===== config.mk =====
export PLATFORM = sky130hd
export DESIGN_NAME = sipo_load_ctrl_flat
export DESIGN_NICKNAME = d
export VERILOG_FILES = /design/src/rtl/sipo_pkg.sv /design/src/rtl/sipo_load_ctrl_if.sv /design/src/rtl/sipo_word_buf.sv /design/src/rtl/sipo_load_ctrl.sv /design/src/flat_wrapper.sv
export SDC_FILE = /design/constraint.sdc
export NUM_CORES = 1
export LEC_CHECK = 0
export BUFFER_PORTS_ARGS = -buffer_cell sky130_fd_sc_hd__buf_4
export CAP_MARGIN = 20
export CORE_AREA = 2 2 51 63
export CTS_CLUSTER_SIZE = 25
export DETAILED_ROUTE_END_ITERATION = 7
export DIE_AREA = 0 0 53 65
export HOLD_SLACK_MARGIN = 0.1
export PLACE_DENSITY = 0.74
export SYNTH_ARGS = -nofsm -noshare
export SYNTH_HDL_FRONTEND = slang
export SYNTH_SLANG_ARGS = --single-unit

===== constraint.sdc =====
create_clock -name clk -period 1.9 [get_ports clk]
set_clock_uncertainty 0.1 [all_clocks]
set_input_delay 0.095 -clock clk [delete_from_list [all_inputs] [get_ports clk]]
set_output_delay 0.095 -clock clk [all_outputs]
set_load 0.005 [all_outputs]

===== src/rtl/sipo_pkg.sv =====
// Shared constants and FSM state type for the column SIPO and its load sequencer.
package sipo_pkg;

    localparam int SIPO_COLS = 16;

    function automatic int sipo_cnt_width(input int cols);
        return (cols > 1) ? $clog2(cols) : 1;
    endfunction

    localparam int SIPO_CNT_W = sipo_cnt_width(SIPO_COLS);

    typedef enum logic [1:0] {
        ST_IDLE   = 2'd0,
        ST_SHIFT  = 2'd1,
        ST_LOAD   = 2'd2,
        ST_SETTLE = 2'd3
    } sipo_state_e;

endpackage


===== src/rtl/sipo_load_ctrl_if.sv =====
// Upstream word handshake plus SIPO strobes and status of the load sequencer.
interface sipo_load_ctrl_if
    import sipo_pkg::*;
#(
    parameter int COLS = SIPO_COLS
);

    logic            in_valid;
    logic            in_ready;
    logic [COLS-1:0] in_data;
    logic            serial_out;
    logic            shift;
    logic            load;
    logic            busy;
    logic            done;

    modport master (
        output in_valid,
        output in_data,
        input  in_ready,
        input  serial_out,
        input  shift,
        input  load,
        input  busy,
        input  done
    );

    modport slave (
        input  in_valid,
        input  in_data,
        output in_ready,
        output serial_out,
        output shift,
        output load,
        output busy,
        output done
    );

endinterface


===== src/rtl/sipo_word_buf.sv =====
// One-entry word holding register used to prefetch the next column word.
module sipo_word_buf #(
    parameter int W = 16
) (
    input  logic         clk,
    input  logic         rst,
    input  logic         wr_i,
    input  logic [W-1:0] wr_data_i,
    input  logic         rd_i,
    output logic         valid_o,
    output logic [W-1:0] data_o
);

    logic         valid_q;
    logic [W-1:0] data_q;

    // A write in the same cycle as a drain refills the entry.
    always_ff @(posedge clk) begin
        if (rst) begin
            valid_q <= 1'b0;
            data_q  <= '0;
        end else if (wr_i) begin
            valid_q <= 1'b1;
            data_q  <= wr_data_i;
        end else if (rd_i) begin
            valid_q <= 1'b0;
        end
    end

    assign valid_o = valid_q;
    assign data_o  = data_q;

endmodule


===== src/rtl/sipo_load_ctrl.sv =====
// Column SIPO load sequencer: shift word MSB-first, pulse load, settle, report done.
// Define SIPO_LOAD_CTRL_PREFETCH_EN to add a one-entry word buffer for back-to-back streaming.
module sipo_load_ctrl
    import sipo_pkg::*;
#(
    parameter int COLS       = SIPO_COLS,
    parameter int SETTLE_CYC = 2
) (
    input  logic                 clk,
    input  logic                 rst,
    sipo_load_ctrl_if.slave      bus
);

    localparam int CW = sipo_cnt_width(COLS);
    localparam int SW = (SETTLE_CYC > 1) ? $clog2(SETTLE_CYC) : 1;
    localparam logic [CW-1:0] CNT_TOP     = CW'(COLS - 1);
    localparam logic [SW-1:0] SETTLE_INIT = SW'((SETTLE_CYC > 0) ? SETTLE_CYC - 1 : 0);

    sipo_state_e     state_q, state_d;
    logic [CW-1:0]   cnt_q, cnt_d;
    logic [SW-1:0]   settle_q, settle_d;
    logic [COLS-1:0] word_q, word_d;
    logic            done_q, done_d;

    logic            hs;
    logic            seq_end;
    logic            start_seq;
    logic [COLS-1:0] start_word;

`ifdef SIPO_LOAD_CTRL_PREFETCH_EN
    logic            buf_valid;
    logic            buf_wr;
    logic            buf_rd;
    logic [COLS-1:0] buf_data;

    sipo_word_buf #(
        .W (COLS)
    ) u_word_buf (
        .clk       (clk),
        .rst       (rst),
        .wr_i      (buf_wr),
        .wr_data_i (bus.in_data),
        .rd_i      (buf_rd),
        .valid_o   (buf_valid),
        .data_o    (buf_data)
    );

    assign bus.in_ready = !buf_valid;
`else
    assign bus.in_ready = (state_q == ST_IDLE);
`endif

    assign hs      = bus.in_valid && bus.in_ready;
    assign seq_end = ((state_q == ST_LOAD) && (SETTLE_CYC == 0)) ||
                     ((state_q == ST_SETTLE) && (settle_q == '0));

    always_comb begin
        state_d    = state_q;
        cnt_d      = cnt_q;
        settle_d   = settle_q;
        word_d     = word_q;
        done_d     = 1'b0;
        start_seq  = 1'b0;
        start_word = bus.in_data;
`ifdef SIPO_LOAD_CTRL_PREFETCH_EN
        buf_wr     = 1'b0;
        buf_rd     = 1'b0;
`endif

        unique case (state_q)
            ST_IDLE: begin
`ifdef SIPO_LOAD_CTRL_PREFETCH_EN
                if (buf_valid) begin
                    start_seq  = 1'b1;
                    start_word = buf_data;
                    buf_rd     = 1'b1;
                end else if (hs) begin
                    start_seq  = 1'b1;
                end
`else
                start_seq = hs;
`endif
            end
            ST_SHIFT: begin
                if (cnt_q == '0) begin
                    state_d = ST_LOAD;
                end else begin
                    cnt_d = cnt_q - 1'b1;
                end
            end
            ST_LOAD: begin
                if (SETTLE_CYC > 0) begin
                    state_d  = ST_SETTLE;
                    settle_d = SETTLE_INIT;
                end else begin
                    state_d = ST_IDLE;
                end
            end
            ST_SETTLE: begin
                if (settle_q == '0) begin
                    state_d = ST_IDLE;
                end else begin
                    settle_d = settle_q - 1'b1;
                end
            end
            default: state_d = ST_IDLE;
        endcase

        // Completion: with prefetch, chain straight into the next word instead of idling.
        if (seq_end) begin
            done_d = 1'b1;
`ifdef SIPO_LOAD_CTRL_PREFETCH_EN
            if (buf_valid) begin
                start_seq  = 1'b1;
                start_word = buf_data;
                buf_rd     = 1'b1;
                buf_wr     = hs;
            end else if (hs) begin
                start_seq  = 1'b1;
            end
`endif
        end
`ifdef SIPO_LOAD_CTRL_PREFETCH_EN
        else if (hs && (state_q != ST_IDLE)) begin
            buf_wr = 1'b1;
        end
`endif

        if (start_seq) begin
            state_d = ST_SHIFT;
            cnt_d   = CNT_TOP;
            word_d  = start_word;
        end
    end

    always_ff @(posedge clk) begin
        if (rst) begin
            state_q  <= ST_IDLE;
            cnt_q    <= '0;
            settle_q <= '0;
            word_q   <= '0;
            done_q   <= 1'b0;
        end else begin
            state_q  <= state_d;
            cnt_q    <= cnt_d;
            settle_q <= settle_d;
            word_q   <= word_d;
            done_q   <= done_d;
        end
    end

    assign bus.shift      = (state_q == ST_SHIFT);
    assign bus.load       = (state_q == ST_LOAD);
    assign bus.serial_out = (state_q == ST_SHIFT) ? word_q[cnt_q] : 1'b0;
    assign bus.busy       = (state_q != ST_IDLE);
    assign bus.done       = done_q;

endmodule


===== src/flat_wrapper.sv =====
// flat-port wrapper written by rule: the top's interface ports become plain ports
module sipo_load_ctrl_flat import sipo_pkg::*;
#(
    parameter int COLS       = SIPO_COLS,
    parameter int SETTLE_CYC = 2
)
  (clk, rst, bus_in_valid, bus_in_data, bus_in_ready, bus_serial_out, bus_shift, bus_load, bus_busy, bus_done);
  sipo_load_ctrl_if #(.COLS(COLS)) bus_i ();
  input  logic clk;
  input  logic rst;
  input wire logic [$bits(bus_i.in_valid)-1:0] bus_in_valid;
  input wire logic [$bits(bus_i.in_data)-1:0] bus_in_data;
  output wire logic [$bits(bus_i.in_ready)-1:0] bus_in_ready;
  output wire logic [$bits(bus_i.serial_out)-1:0] bus_serial_out;
  output wire logic [$bits(bus_i.shift)-1:0] bus_shift;
  output wire logic [$bits(bus_i.load)-1:0] bus_load;
  output wire logic [$bits(bus_i.busy)-1:0] bus_busy;
  output wire logic [$bits(bus_i.done)-1:0] bus_done;
  assign bus_i.in_valid = bus_in_valid;
  assign bus_i.in_data = bus_in_data;
  assign bus_in_ready = bus_i.in_ready;
  assign bus_serial_out = bus_i.serial_out;
  assign bus_shift = bus_i.shift;
  assign bus_load = bus_i.load;
  assign bus_busy = bus_i.busy;
  assign bus_done = bus_i.done;
  sipo_load_ctrl #(.COLS(COLS), .SETTLE_CYC(SETTLE_CYC)) u_core (.clk(clk), .rst(rst), .bus(bus_i));
endmodule

# Word-level counts from Yosys, hierarchy flattened
# Cells that the tools add are included.
totals:
  ff_bits: 24
  in_bits: 19
  output_inout_bits: 6
  wordCells: 45
op_classes:
  addsub: 2
  magnitude_cmp: 1
  eq_ne: 8
  n_mux: 14
  bitwise_logic: 1
  reduce_logical: 13
op_table:
  columns: ["operator", "count"]
  rows:
  - ["4-bit two-way mux", 3]
  - ["1-bit two-way mux", 6]
  - ["2-bit one-hot mux with 3 select lines", 1]
  - ["3-bit AND reduction", 2]
  - ["2-bit nonzero test", 3]
  - ["4-bit by 5-bit less-than comparator with 1-bit output, second input constant", 1]
  - ["1-bit binary-select mux with 4-bit select", 1]
  - ["2-bit equality test, second input constant", 2]
  - ["4-bit logical NOT", 1]
  - ["2-bit two-way mux", 2]
  - ["2-bit by 1-bit != test with 1-bit output, second input constant", 2]
  - ["4-bit nonzero test", 1]
  - ["4-bit by 1-bit subtractor with 4-bit output, second input constant", 1]
  - ["3-bit by 1-bit != test with 1-bit output, second input constant", 1]
  - ["3-bit != test, second input constant", 1]
  - ["3-bit nonzero test", 1]
  - ["2-bit by 1-bit equality test with 1-bit output, second input constant", 1]
  - ["1-bit logical AND", 2]
  - ["2-bit logical NOT", 1]
  - ["2-bit != test, second input constant", 1]
  - ["1-bit one-hot mux with 2 select lines", 1]
  - ["2-bit AND reduction", 1]
  - ["2-bit OR reduction", 1]
  - ["1-bit NOT", 1]
  - ["1-bit subtractor, second input constant", 1]

# Longest topological paths before layout
depth:
  ltp_word: 5
  depth_mapped: 7
  mapped_depth_nobuf: 5

# Least setup slack after synthesis
# No wires, ideal clock.
synth_path:
  path_type: "register -> register"
  start: "register u_core.cnt_q[0]"
  end: "register u_core.cnt_q[3]"
  setup_ns: 0.123
  arrival_time_ns: 1.374
  t_required_ns: 1.677
  setup_slack_ns: 0.302
  path_stages_with_launch: 7
  n_path_buf: 1
  period_less_slack_ns: 1.598
  path_cell_list: "dfxtp_1 > buf_6 > inv_1 > ha_1 > or3b_4 > a311oi_1 > nor3_1"
synth_between:
  elab_chain_cells: 4
  elab_cells_between_ends: 7
  cone_classes: "1 x add/sub; 1 x eq/ne; 3 x mux; 2 x reduce/logical"
synth_rtl:
  columns: ["element", "line_no", "text"]
  rows:
  - ["start, declared", "sipo_load_ctrl.sv:20", "logic [CW-1:0] cnt_q, cnt_d;"]
  - ["start signal, assigned", "sipo_load_ctrl.sv:145", "cnt_q <= cnt_d;"]
  - ["4-bit by 1-bit subtractor with 4-bit output", "sipo_load_ctrl.sv:88", "cnt_d = cnt_q - 1'b1;"]
  - ["4-bit two-way mux", "sipo_load_ctrl.sv:85", "if (cnt_q == '0) begin"]
  - ["4-bit two-way mux", "sipo_load_ctrl.sv:70", "unique case (state_q)"]
  - ["4-bit two-way mux", "sipo_load_ctrl.sv:129", "if (start_seq) begin"]
# Parallel ways exist; a longest one is shown, timed or not. The select of a mux whose other input is x is not followed.
# A chain may end at the register's enable or synchronous reset.

# Final worst setup path
layout_path:
  start: "register u_core.cnt_q[1]"
  end: "output bus_serial_out"
layout_between:
  elab_chain_cells: 3
layout_rtl:
  columns: ["element", "line_no", "text"]
  rows:
  - ["1-bit binary-select mux with 4-bit select", "sipo_load_ctrl.sv:154", "assign bus.serial_out = (state_q == ST_SHIFT) ? word_q[cnt_q] : 1'b0;"]
  - ["1-bit two-way mux (not written as such)", "sipo_load_ctrl.sv:154", null]
  - ["1-bit two-way mux", "sipo_load_ctrl.sv:154", null]
  - ["end, declared", "flat_wrapper.sv:14", "output wire logic [$bits(bus_i.serial_out)-1:0] bus_serial_out;"]
# No other way between the ends. The select of a mux whose other input is x is not followed.

==> impl_results.md <==
- Outcome: completed
- RSZ-0062 raised after global routing: yes
- Post-synth EDFFs: 0
- Peak VDD IR: around 800 uV
- Initial DRC Count: 20
- Port bufs: 24
- Vias/cell: ~5.4
- Setup bufs post-CTS: 0
- Sequential cell area: between 400 and 500 um^2
- Via count: 1,125
- Slowest cell on crit path: dfxtp_2
- Fmax: about 0.54 GHz
- Part of the cycle the worst path needs: 0.978
- Hold Path Depth: 4
- Worst endpoint required time: between 1500 and 2000 ps
- Area of the multi-input gates: 657 um^2
- Cell Chain, Critical Path: mux2_2, o311ai_0, o32ai_1, buf_4
- Die Y: 65 um
- Max-slew violations: 0
- Nets: 200
- Core area: a little under 0.003 mm^2
- R2r endpoint: u_core.cnt_q[3]
- Worst-case hold path end point: u_core.word_q[10]
- Hold Fails Final Rpt: 0
- CTS tree: built
- Crit path capture type: primary output
- WL final: 2.83 mm
- Final Instance Area: about 0.0016 mm^2
- Lkg Pwr: 0.665 nW
- CTS sink count: 24
- Critical Path AT: between 1500 and 2000 ps
- Filler instances: between 200 and 300
- Min-delay src: bus_in_valid
- Worst min path class: input port to register
- Global-route wire length before repair: 4.77 mm
- Flop pwr share: 0.385
- GRT Resource Usage Total: 0.186
- Post-DP HPWL: about 1.8 mm
- WL/cell: roughly 14 um
- CP bufs+invs: 1
- Worst r2r path cells: 5
- Area of the mapped netlist: 0.00119 mm^2
- Placed inst area: 0.00139 mm^2
- GRT overflow: 0
- Sequential share of the synthesized area: 0.404
- Crit-path max FO: 3
- Psw: 0.000732 W
- 1st-pass router iterations: 6
- Die area: 0.00345 mm^2
- Combinational Power Share: 0.477
- R2R setup slack: 120 ps
- Initial antenna violation count: 0
- Syn_nets: between 150 and 200
- Antenna cells: 0
- Clk buf depth: 2
- Site Rows: 22
- Post-synthesis cell count: between 100 and 150
- Root buf cell: clkbuf_4
- Starting density of the core: 0.411
- Primary FF master, synth: dfxtp_1
- Remaining antenna violation count: 0
- Post-synth ARST share: 0
- Setup_tns: 0 ps
- Final setup fails: 0
- Drc violations: 0
- Largest net degree at the start of global routing: 25
- Die Wd: 53 um
- Switching share of power: 0.378
- Int Power: 0.00121 W
- H-tree level count: 1
- Mapped Avg Cell Area: just under 9 um^2
- Clock network power share: 0.138
- WS Path Type: register to primary output
- Share of layout cells above drive strength 1: 0.266
- Startpoint class of the critical path: register
- Slew @ Worst Pin: 336 ps
- Warnings from Yosys: 0
- Area leader, netlist: dfxtp_1
- Synthesis-to-finish area growth: 36.9%
- I/O pin cnt: 25
- Total CTS buffers: 3
- Clock Pin Slew Worst Setup and Hold Paths: 120 ps
- Worst-Skew Late Latency: approximately 320 ps
- Pwr/cell area: around 1200 mW/mm^2
- RePlAce Congestion: 0.760
- Design Power: slightly below 0.002 W
- Reg-to-Reg Start: u_core.state_q[0]
- Slew margin rel.: 0.773
- Period minus WS final: around 1900 ps
- Synth area leaders: dfxtp_1 40%, nand2_1 10%, a21oi_1 7.6%
- Vias in the first global route: about 1,100
- WHS: approximately 140 ps
- Top cell type's share of synthesized area: 0.404
- Cell family with most CP delay: compound AO/OA/AOI/OAI gates
- Unique masters post-synth: 35
- Maxcap violations: 0
- Slowest stage delay, CP: between 300 and 400 ps
- Synth Register Bits: 24
- Synth cell count leaders: 33 x nand2_1, 24 x dfxtp_1, 18 x a21oi_1, 7 x ha_1, 6 x inv_1
- Top-count cell post-synth: nand2_1
## what timing repair did
item,CTS,global route
hold endpoints to repair,23,0
hold buffers,17,0
setup endpoints to repair,1,18
resized for setup,4,5
## worst max-delay path by stage
stage	startpoint	end	slack, ps	cells past startpoint
finish	u_core.cnt_q[1]	bus_serial_out	40	4
global route	u_core.cnt_q[0]	bus_serial_out	-20	4
floorplan	u_core.cnt_q[0]	u_core.cnt_q[3]	300	6
global placement	u_core.cnt_q[0]	u_core.state_q[1]	170	5
CTS	u_core.state_q[1]	u_core.cnt_q[3]	20	5
detailed placement	u_core.state_q[1]	u_core.cnt_q[3]	100	5
## cells by family (layout without fill, tap and decap cells)
group                      Yosys count  after routing  share of synthesized area
adders and majority gates            7              7                     0.0737
and+or+nand+nor                     46             46                      0.180
buffers and inverters               15             54                     0.0621
AOI/OAI and AO/OA                   36             36                      0.197
DFF                                 24             24                      0.404
muxes                                6              6                     0.0832
## power groups by stage
stage / clock network [W] / logic [W] / registers, W
after CTS: 0.000275 / 0.000901 / 0.000742
after detailed placement: 0 / 0.000853 / 0.000745
after global placement: 0 / 0.000822 / 0.000737
final: 0.000268 / 0.000925 / 0.000746
after floorplan: 0 / 0.000656 / 0.000698
after global routing: 0.000298 / 0.00103 / 0.000768
## per-layer routing
metal,vias up,GRT usage,part of all wire
li1,548,-,-
met4,0,0.0833,0.031
met1,536,0.225,0.41
met5,-,0,0
met3,8,0.0300,0.044
met2,33,0.316,0.51
## through the flow
stage | worst slack (ps) | std cells | util
3_5_place_dp | 98.4 | 188 | 0.482
2_1_floorplan | 302 | 134 | -
5_1_grt | -22.7 | 209 | 0.563
3_3_place_gp | 168 | 188 | 0.482
4_1_cts | 17.9 | 209 | 0.559
6_report | 42.1 | 209 | 0.563
## worst register-to-register path, stage by stage (launching register included)
cell	delay, ps
dfxtp_1	450
inv_1	140
ha_1	290
and2_2	310
a311oi_1	300
nor3_1	90
## sequential cells by signal, indices dropped and copies added, names as in the netlist
name	count
u_core.state_q	2
u_core.word_q	16
u_core.cnt_q	4
u_core.settle_q	1
u_core.bus.done	1
## cell usage in the layout, fill, tap and decap left out, types with 2 or more instances in the layout
cell type	synthesis	final
inv_2	1	2
nor2_1	3	3
nand2_1	33	32
a311oi_1	2	2
inv_1	6	5
o21ai_0	2	2
mux2i_1	2	2
ha_1	7	6
clkbuf_4	0	3
dfxtp_1	24	22
nor3_1	3	3
dlygate4sd3_1	0	17
mux4_2	3	3
a21oi_1	18	18
buf_4	0	25
a31oi_1	3	3
## cell type report
type,instances,area share
clock buffers,4,0.0223
inverters,7,0.0161
multi-input cells,95,0.404
flip-flops and latches,24,0.298
well taps,36,0.0277
repair buffers,43,0.232
(Power assumes the default switching activity.)
